===== config.mk =====
export PLATFORM = sky130hd
export DESIGN_NAME = panda_mem_arbiter
export DESIGN_NICKNAME = d
export VERILOG_FILES = /design/src/rtl/panda_mem_arbiter.sv
export SDC_FILE = /design/constraint.sdc
export NUM_CORES = 1
export LEC_CHECK = 0
export CORE_AREA = 2 2 108 110
export DETAILED_ROUTE_END_ITERATION = 10
export DIE_AREA = 0 0 110 112
export SYNTH_ARGS = -nofsm -noshare
export SYNTH_HDL_FRONTEND = slang
export SYNTH_SLANG_ARGS = --single-unit

===== constraint.sdc =====
create_clock -name clk_i -period 7 [get_ports clk_i]
set_clock_uncertainty 0.1 [all_clocks]
set_input_delay 1.4 -clock clk_i [delete_from_list [all_inputs] [get_ports clk_i]]
set_output_delay 1.4 -clock clk_i [all_outputs]
set_load 0.03 [all_outputs]

===== src/rtl/panda_mem_arbiter.sv =====
// Arbiter sharing one memory port between instruction fetch and the LSU.
// One outstanding transaction, data-first priority with a fetch starvation guard.
module panda_mem_arbiter #(
    parameter int ADDR_WIDTH   = 32,
    parameter int DATA_WIDTH   = 32,
    parameter int STARVE_LIMIT = 4
) (
    input  logic                      clk_i,
    input  logic                      rst_i,
    input  logic                      instr_req_i,
    input  logic [ADDR_WIDTH-1:0]     instr_addr_i,
    output logic                      instr_gnt_o,
    output logic                      instr_rvalid_o,
    output logic [DATA_WIDTH-1:0]     instr_rdata_o,
    input  logic                      data_req_i,
    input  logic                      data_we_i,
    input  logic [DATA_WIDTH/8-1:0]   data_be_i,
    input  logic [ADDR_WIDTH-1:0]     data_addr_i,
    input  logic [DATA_WIDTH-1:0]     data_wdata_i,
    output logic                      data_gnt_o,
    output logic                      data_rvalid_o,
    output logic [DATA_WIDTH-1:0]     data_rdata_o,
    output logic                      mem_req_o,
    output logic                      mem_we_o,
    output logic [DATA_WIDTH/8-1:0]   mem_be_o,
    output logic [ADDR_WIDTH-1:0]     mem_addr_o,
    output logic [DATA_WIDTH-1:0]     mem_wdata_o,
    input  logic                      mem_gnt_i,
    input  logic                      mem_rvalid_i,
    input  logic [DATA_WIDTH-1:0]     mem_rdata_i
);

    localparam int BE_W  = DATA_WIDTH / 8;
    localparam int CNT_W = (STARVE_LIMIT > 0) ? $clog2(STARVE_LIMIT + 1) : 1;
    localparam logic [CNT_W-1:0] LIMIT_C = CNT_W'(STARVE_LIMIT);

    typedef enum logic [1:0] {IDLE = 2'd0, BUSY_I = 2'd1, BUSY_D = 2'd2} state_t;
    typedef enum logic [1:0] {LOCK_NONE = 2'd0, LOCK_I = 2'd1, LOCK_D = 2'd2} lock_t;

    state_t           state_q, state_d;
    lock_t            lock_q, lock_d;
    logic [CNT_W-1:0] starve_cnt_q, starve_cnt_d;

    logic slot;
    logic starve_hit;
    logic sel_instr;
    logic win_req;
    logic grant;

    // State, lock and starvation counter registers.
    always_ff @(posedge clk_i) begin
        if (rst_i) begin
            state_q      <= IDLE;
            lock_q       <= LOCK_NONE;
            starve_cnt_q <= '0;
        end else begin
            state_q      <= state_d;
            lock_q       <= lock_d;
            starve_cnt_q <= starve_cnt_d;
        end
    end

    // Slot detection, winner selection, request forwarding and next state.
    always_comb begin
        slot         = 1'b0;
        sel_instr    = 1'b0;
        win_req      = 1'b0;
        grant        = 1'b0;
        starve_hit   = (STARVE_LIMIT > 0) && (starve_cnt_q == LIMIT_C);
        state_d      = state_q;
        lock_d       = lock_q;
        starve_cnt_d = starve_cnt_q;
        mem_req_o    = 1'b0;
        mem_we_o     = 1'b0;
        mem_be_o     = {BE_W{1'b0}};
        mem_addr_o   = {ADDR_WIDTH{1'b0}};
        mem_wdata_o  = {DATA_WIDTH{1'b0}};

        case (state_q)
            IDLE:           slot = 1'b1;
            BUSY_I, BUSY_D: slot = mem_rvalid_i;
            default:        slot = 1'b0;
        endcase

        // A locked requester keeps the port until it is granted.
        case (lock_q)
            LOCK_I:  sel_instr = 1'b1;
            LOCK_D:  sel_instr = 1'b0;
            default: sel_instr = instr_req_i & (~data_req_i | starve_hit);
        endcase

        win_req   = sel_instr ? instr_req_i : data_req_i;
        mem_req_o = slot & win_req & ~rst_i;
        grant     = mem_req_o & mem_gnt_i;

        if (mem_req_o) begin
            if (sel_instr) begin
                mem_we_o    = 1'b0;
                mem_be_o    = {BE_W{1'b1}};
                mem_addr_o  = instr_addr_i;
                mem_wdata_o = {DATA_WIDTH{1'b0}};
            end else begin
                mem_we_o    = data_we_i;
                mem_be_o    = data_be_i;
                mem_addr_o  = data_addr_i;
                mem_wdata_o = data_wdata_i;
            end
        end else begin
            mem_we_o = 1'b0;
        end

        if (grant) begin
            lock_d = LOCK_NONE;
            if (sel_instr) begin
                state_d      = BUSY_I;
                starve_cnt_d = '0;
            end else begin
                state_d = BUSY_D;
                if (instr_req_i) begin
                    starve_cnt_d = (starve_cnt_q == LIMIT_C) ? starve_cnt_q
                                                             : starve_cnt_q + CNT_W'(1);
                end else begin
                    starve_cnt_d = '0;
                end
            end
        end else begin
            if (mem_req_o) begin
                lock_d = sel_instr ? LOCK_I : LOCK_D;
            end else begin
                lock_d = lock_q;
            end
            if (state_q != IDLE && mem_rvalid_i) begin
                state_d = IDLE;
            end else begin
                state_d = state_q;
            end
        end
    end

    assign instr_gnt_o    = grant & sel_instr;
    assign data_gnt_o     = grant & ~sel_instr;
    assign instr_rvalid_o = ~rst_i & (state_q == BUSY_I) & mem_rvalid_i;
    assign data_rvalid_o  = ~rst_i & (state_q == BUSY_D) & mem_rvalid_i;
    assign instr_rdata_o  = mem_rdata_i;
    assign data_rdata_o   = mem_rdata_i;

endmodule


-- Word-level counts from Yosys, hierarchy flattened
Index checks and enable logic that the tools add are counted.
- $add $sub $neg: 1
- equality and inequality tests: 6
- mux-type cells: 17
- bitwise gates (word level): 14
- reduce and logical (&&, ||, !) cells: 7
- operator list (operator ; count):
    32-bit two-way mux ; 4
    1-bit bitwise AND ; 10
    3-bit two-way mux ; 3
    4-bit two-way mux ; 2
    2-bit two-way mux ; 3
    2-bit by 1-bit == test with 1-bit output, second input constant ; 2
    2-bit == test, second input constant ; 2
    1-bit case mux with 2 select lines ; 2
    2-bit nonzero test ; 2
    2-bit OR reduction ; 2
    3-bit by 1-bit adder with 3-bit output, second input constant ; 1
    3-bit == test, second input constant ; 1
    1-bit two-way mux ; 3
    3-bit by 2-bit inequality test with 1-bit output, second input constant ; 1
    1-bit NOT ; 3
    2-bit logical NOT ; 1
    2-bit AND reduction ; 1
    1-bit logical AND ; 1
    1-bit OR ; 1
- bits in registers: 7
- output and inout bits: 138
- word-level logic and storage cells: 48

-- Depth between registers and ports, before layout
Gate-level depths: netlist of run 1.
- word-level depth: 9
- mapped depth: 8
- gate-level depth less buffers: 6

-- Least setup slack after synthesis of run 1
OpenSTA, ideal clock, no wires.
- path kind: input to output
- start: in mem_rvalid_i
- end: out mem_addr_o[17]
- arrival time: 2.610 ns
- data required time: 5.500 ns
- path slack: 2.890 ns
- cell stages on the path: 6
- path buffers: 2
- path through: a21oi_1 -> or3_1 -> nor2_1 -> buf_4 -> buf_4 -> a22o_1
- longest elaborated chain between the ends: 4
- ends and longest elaborated chain (element ; RTL line ; RTL):
    start: declaration ; 29 ; input logic mem_rvalid_i,
    1-bit case mux with 2 select lines ; 79 ; case (state_q)
    1-bit bitwise AND (2 in series) ; 93 ; mem_req_o = slot & win_req & ~rst_i;
    32-bit two-way mux ; 96 ; if (mem_req_o) begin
    end: declaration ; 26 ; output logic [ADDR_WIDTH-1:0] mem_addr_o,
No other way between the ends.

-- Worst setup path after layout of run 1
- start: in mem_rvalid_i
- end: out mem_addr_o[18]
Same word-level chain as after synthesis.

==> impl_metrics.tcl, run 1 <==
set metrics [dict create \
    clockBufferDepth 2 \
    cts_sinks 7 \
    rr_startpoint "state_q[0]" \
    htreeDepth 1 \
    post-route-cell-area_mm2 0.00316 \
    io_pins 277 \
    crit_family "buffers and inverters" \
    worstPathMaxFanout 67 \
    synth.avg_cell_area_um2 7.68 \
    cts.clk_slew.worst_paths_ps 40 \
    start_util 0.146 \
    grt.total_usage 0.108 \
    drtAntennaViolNets 0 \
    rr_endpoint "state_q[1]" \
    dr.pass1.iters 4 \
    ir_worst_vdd_uv 97.8 \
    gp_congestion 0.768 \
    grt_pass1_vias 1867 \
    power.leakage_nw 1.21 \
    period_share 0.826 \
    die_w_um 110 \
    cp-end-kind "primary output" \
    utilization 0.283 \
    required_ps 5500 \
    worstMarginPinSlew_ps 1050 \
    clk_latency_ps 230 \
    viasPerCell 3.97 \
    crit_top_cell "clkdlybuf4s50_1" \
    fin_worst_hold_slack_ps 392 \
    yosys_warnings 0 \
    setup_slack_ps 1220 \
    cp.depth 6 \
    finalNetCount 470 \
    r2r_cells 6 \
    clock-root-buffer "clkbuf_16" \
    ys_async_sr_fraction 0 \
    ys_ff_latch 7 \
    wl_met2_um 3790 \
    cts_tree "done" \
    r2r_slack_ps 4550 \
    crit_end "mem_addr_o[18]" \
    drive_above_1_share 0.0341 \
    cp-start-kind "input pin" \
    avgRoutedWirePerCell_um 15.8 \
    m1WireLength_um 2490 \
    min_path_cells 2 \
    cts_resized 0 \
    grt_max_degree 68 \
    cts_buffers 3 \
    drv_slew 0 \
    io_buffers 180 \
    path_class "input pin to primary output" \
    synth-edff-count 0 \
    final_cell_mix "clkdlybuf4s50_1 (180), and2_1 (36), a22o_1 (32)" \
    synthFlopType "dfxtp_1" \
    highest_layer "met4" \
    postCtsHoldBufs 0 \
    dp_slack_ps 1160 \
    yosysSeqAreaShare 0.0856 \
    cpPeakStageDelay_ps 950 \
    p_per_area_mw_per_mm2 132 \
    drt_iter0_markers 55 \
    synth_cell_types 35 \
    layout_commonest_cell "clkdlybuf4s50_1" \
    worstPathCellList "clkdlybuf4s50_1 -> a21oi_1 -> nor3_1 -> and3_2 -> a22o_1 -> clkdlybuf4s50_1" \
    grt_first_pass_wirelength_um 10200 \
    slew_headroom 0.301 \
    rsz0062_at_grt "no" \
    tns_ps 0 \
    drc 0 \
    routed_wl_um 7350 \
    max-cap-violations 0 \
    fmax_ghz 0.173 \
    hpwl_um 6190 \
    status "complete, no violations" \
    syn_to_final_growth_pct 93.0 \
    die_h_um 112 \
    cp.arrival_ps 4280 \
    cts_setup_buffers 0 \
    num_vias 1848 \
    overflow 0 \
    antenna_cells 0 \
    hold_class "register to register" \
    startpoint "mem_rvalid_i" \
    hold_start "lock_q[0]" \
    place_area_mm2 0.00308 \
    syn-num-nets 359 \
    syn_area_mm2 0.00164 \
    post-route-min-period_ps 5780 \
    wl_met3_um 906 \
    syn_inst 213 \
    cp_slowest_cell "and3_2" \
    hold_viol 0 \
    crit_buf_inv 2 \
    rows 39 \
    die-area_mm2 0.0123 \
    core_area_mm2 0.0112 \
    grt_antenna_before_repair 0 \
    setup_viol 0 \
]
==> layout make-up <==
class | instances | area, um2
inverters | 9 | 33.8
repair buffers | 181 | 1810
fillers | 1179 | 8020
clock buffers | 4 | 78.8
flip-flops and latches | 7 | 140
multi-input cells | 122 | 917
well taps | 143 | 179
==> kinds of logic after synthesis <==
kind of cell | Yosys count | share of synthesized area
simple gates | 61 | 0.231
flops | 7 | 0.0856
compound gates | 53 | 0.267
buf+inv | 84 | 0.356
fa+ha+maj | 7 | 0.0535
mux | 1 | 0.00688
==> metrics by stage <==
step / total power [W] / cells
after floorplan: 0.000249 / 213
after global placement: 0.000317 / 462
after detailed placement: 0.000318 / 462
after CTS: 0.000420 / 466
after global routing: 0.000437 / 466
final: 0.000417 / 466
==> worst reg2reg max path: stages, from the launching register on <==
cell and delay (ps):
dfxtp_1 380, inv_1 80, ha_1 280, a21oi_1 100
nor3_1 250, and3_2 950, a32o_1 240
==> synth_stat cells, types with 2 or more instances <==
cell	n	share of area
a21o_1	4	0.018
nor3_1	4	0.012
a21oi_1	4	0.012
nand2_1	2	0.0046
buf_4	71	0.33
inv_1	9	0.021
nand3_1	2	0.0061
a32o_1	2	0.012
or3_1	2	0.0076
o32ai_1	2	0.011
dfxtp_1	7	0.086
o21ai_0	2	0.0061
and3_1	3	0.011
a22o_1	32	0.17
and2_1	36	0.14
clkbuf_1	3	0.0069
nor2_1	4	0.0092
ha_1	7	0.054
==> worst min-delay path by stage <==
| stage | to | slack [ps] |
|---|---|---|
| 5_1_grt | lock_q[0] | 420 |
| 4_1_cts | lock_q[0] | 390 |
| 3_5_place_dp | lock_q[0] | 380 |
| 3_3_place_gp | lock_q[0] | 380 |
| 6_report | lock_q[0] | 390 |
| 2_1_floorplan | lock_q[0] | 360 |
==> flip-flops by register name (all words and copies together) (netlist names) <==
name	flops
lock_q	2
starve_cnt_q	3
state_q	2
==> where the power goes <==
part | switching (W) | internal [W]
sequential | 0.00000182 | 0.0000425
combinational | 0.000134 | 0.000138
clock | 0.0000250 | 0.0000761
==> routing by layer <==
metal  global-route usage  up-vias
li1                     -      899
met1                0.108      818
met2                0.204      118
met3               0.0322       13
met4               0.0405        0
met5                    0        -
Power figures use the tool's default switching activity.
==> run 2: changes to the inputs <==
- clock period: 7 -> 5.14 ns (I/O delays scaled with it)
==> run 2 against run 1 <==
Net effect:
- clock power is 33% higher
- sequential share of layout area hardly changed
- sequential power is 36% higher
- count of clock-buffer cells in the layout stayed put
- die area stayed put
- power is 36% higher
- highest routed layer unchanged
- cell count is 0.64% higher
- first-iteration DRC count is 38% higher
- register-to-register slack worse by 1600 ps
- wire length is 3.5% higher
- largest power group unchanged
- global-route usage is 0.31 points higher
- via count is 3.6% higher
==> impl_metrics.tcl, run 2 (synthesized netlist as in run 1, its figures left out) <==
set metrics [dict create \
    routed_wl_um 7610 \
    dr.pass1.iters 4 \
    tns_ps 0 \
    fill_cells 1211 \
    cp.arrival_ps 3530 \
    clk_latency_ps 230 \
    finalNetCount 473 \
    p_total_w 0.000567 \
    avgRoutedWirePerCell_um 16.2 \
    path_class "input pin to primary output" \
    antenna_cells 0 \
    syn_to_final_growth_pct 94.3 \
    postCtsHoldBufs 0 \
    r2r_slack_ps 2990 \
    cts_buffers 3 \
    overflow 0 \
    p_per_area_mw_per_mm2 178 \
    start_util 0.146 \
    rows 39 \
    grt_pass1_vias 1852 \
    cpPeakStageDelay_ps 690 \
    power.leakage_nw 1.22 \
    cp-end-kind "primary output" \
    crit_family "buffers and inverters" \
    num_vias 1915 \
    rsz0062_at_grt "no" \
    final_cell_mix "clkdlybuf4s50_1 (180), and2_1 (36), a22o_1 (32)" \
    min_path_cells 2 \
    post-route-cell-area_mm2 0.00318 \
    crit_top_cell "clkdlybuf4s50_1" \
    worstMarginPinSlew_ps 389 \
    setup_slack_ps 479 \
    multi_input_area_um2 917 \
    ir_worst_vdd_uv 143 \
    die_w_um 110 \
    viasPerCell 4.08 \
    regMostFlops "starve_cnt_q" \
    r2r_cells 6 \
    clockBufferDepth 2 \
    drt_iter0_markers 76 \
    worstPathMaxFanout 38 \
    gp_congestion 0.809 \
    cp.depth 7 \
    utilization 0.285 \
    cts_tree "done" \
    drtAntennaViolNets 0 \
    drc 0 \
    grt_antenna_before_repair 0 \
    hpwl_um 6440 \
    cts_setup_buffers 0 \
    cts.clk_slew.worst_paths_ps 30 \
    clock-root-buffer "clkbuf_16" \
    drive_above_1_share 0.0429 \
    cp-start-kind "input pin" \
    grt_max_degree 39 \
    hold_class "register to register" \
    dp_slack_ps 462 \
    required_ps 4010 \
    worstPathCellList "clkdlybuf4s50_1 -> a21oi_1 -> or3_1 -> nor2_2 -> buf_4 -> a22o_1 -> clkdlybuf4s50_1" \
    slew_headroom 0.741 \
    largest_reg_flops 3 \
    cp_slowest_cell "clkdlybuf4s50_1" \
    crit_buf_inv 3 \
    drv_slew 0 \
    die_h_um 112 \
    post-route-min-period_ps 4660 \
    htreeDepth 1 \
    fmax_ghz 0.215 \
    grt_first_pass_wirelength_um 10500 \
    io_pins 277 \
    grt.total_usage 0.111 \
    seqCellArea_um2 140 \
    hold_start "lock_q[0]" \
    cts_resized 0 \
    largest_registers "starve_cnt_q (3), lock_q (2), state_q (2)" \
    status "complete, no violations" \
    cts_sinks 7 \
    setup_viol 0 \
    place_area_mm2 0.00310 \
    rr_startpoint "state_q[1]" \
    core_area_mm2 0.0112 \
    max-cap-violations 0 \
    period_share 0.907 \
    hold_viol 0 \
    io_buffers 180 \
    die-area_mm2 0.0123 \
    startpoint "mem_rvalid_i" \
    layout_commonest_cell "clkdlybuf4s50_1" \
]
-- run 2: cell count changes in the layout (fill, tap and decap cells not counted), sizes merged --
cell	previous run	this run
buf	1	4
-- run 2: power breakdown --
part	switching, W	internal (W)
Clock	0.0000310	0.000103
Combinational	0.000183	0.000189
Sequential	0.00000249	0.0000580
Total	0.000217	0.000351
-- run 2: worst reg2reg max path: cells and delay by family, from the launching register on --
kind,cells,cell delay [ps]
AO/OA/AOI/OAI,1,100
multiplexers,1,370
AND/OR/NAND/NOR,2,740
adder cells (fa/ha/maj),1,270
buffers and inverters,1,80
flip-flops,1,380
-- run 2: cell type report --
type / instances / area share
tap: 143 / 0.0563
sequential: 7 / 0.0441
timing repair buffer: 184 / 0.576
inverter: 9 / 0.0106
multi-input combinational: 122 / 0.288
clock buffer: 4 / 0.0248
-- run 2: stage by stage --
stage               instances  hold WS, ps
finish                    469          388
global route              469          414
CTS                       469          389
detailed placement        465          382
global placement          465          370
floorplan                 213          359
-- run 2: final timing paths --
check / endpoint
worst max-delay path: mem_addr_o[17]
worst min-delay path: lock_q[0]
worst max register to register: starve_cnt_q[1]
worst min register to register: lock_q[0]
-- run 2: routing by layer --
layer  GRT usage  part of all wire  vias up
met4      0.0253             0.016        0
met1       0.112              0.34      875
met2       0.213              0.52      122
met3      0.0375              0.12       12
met5           0                 0        -
li1            -                 -      906
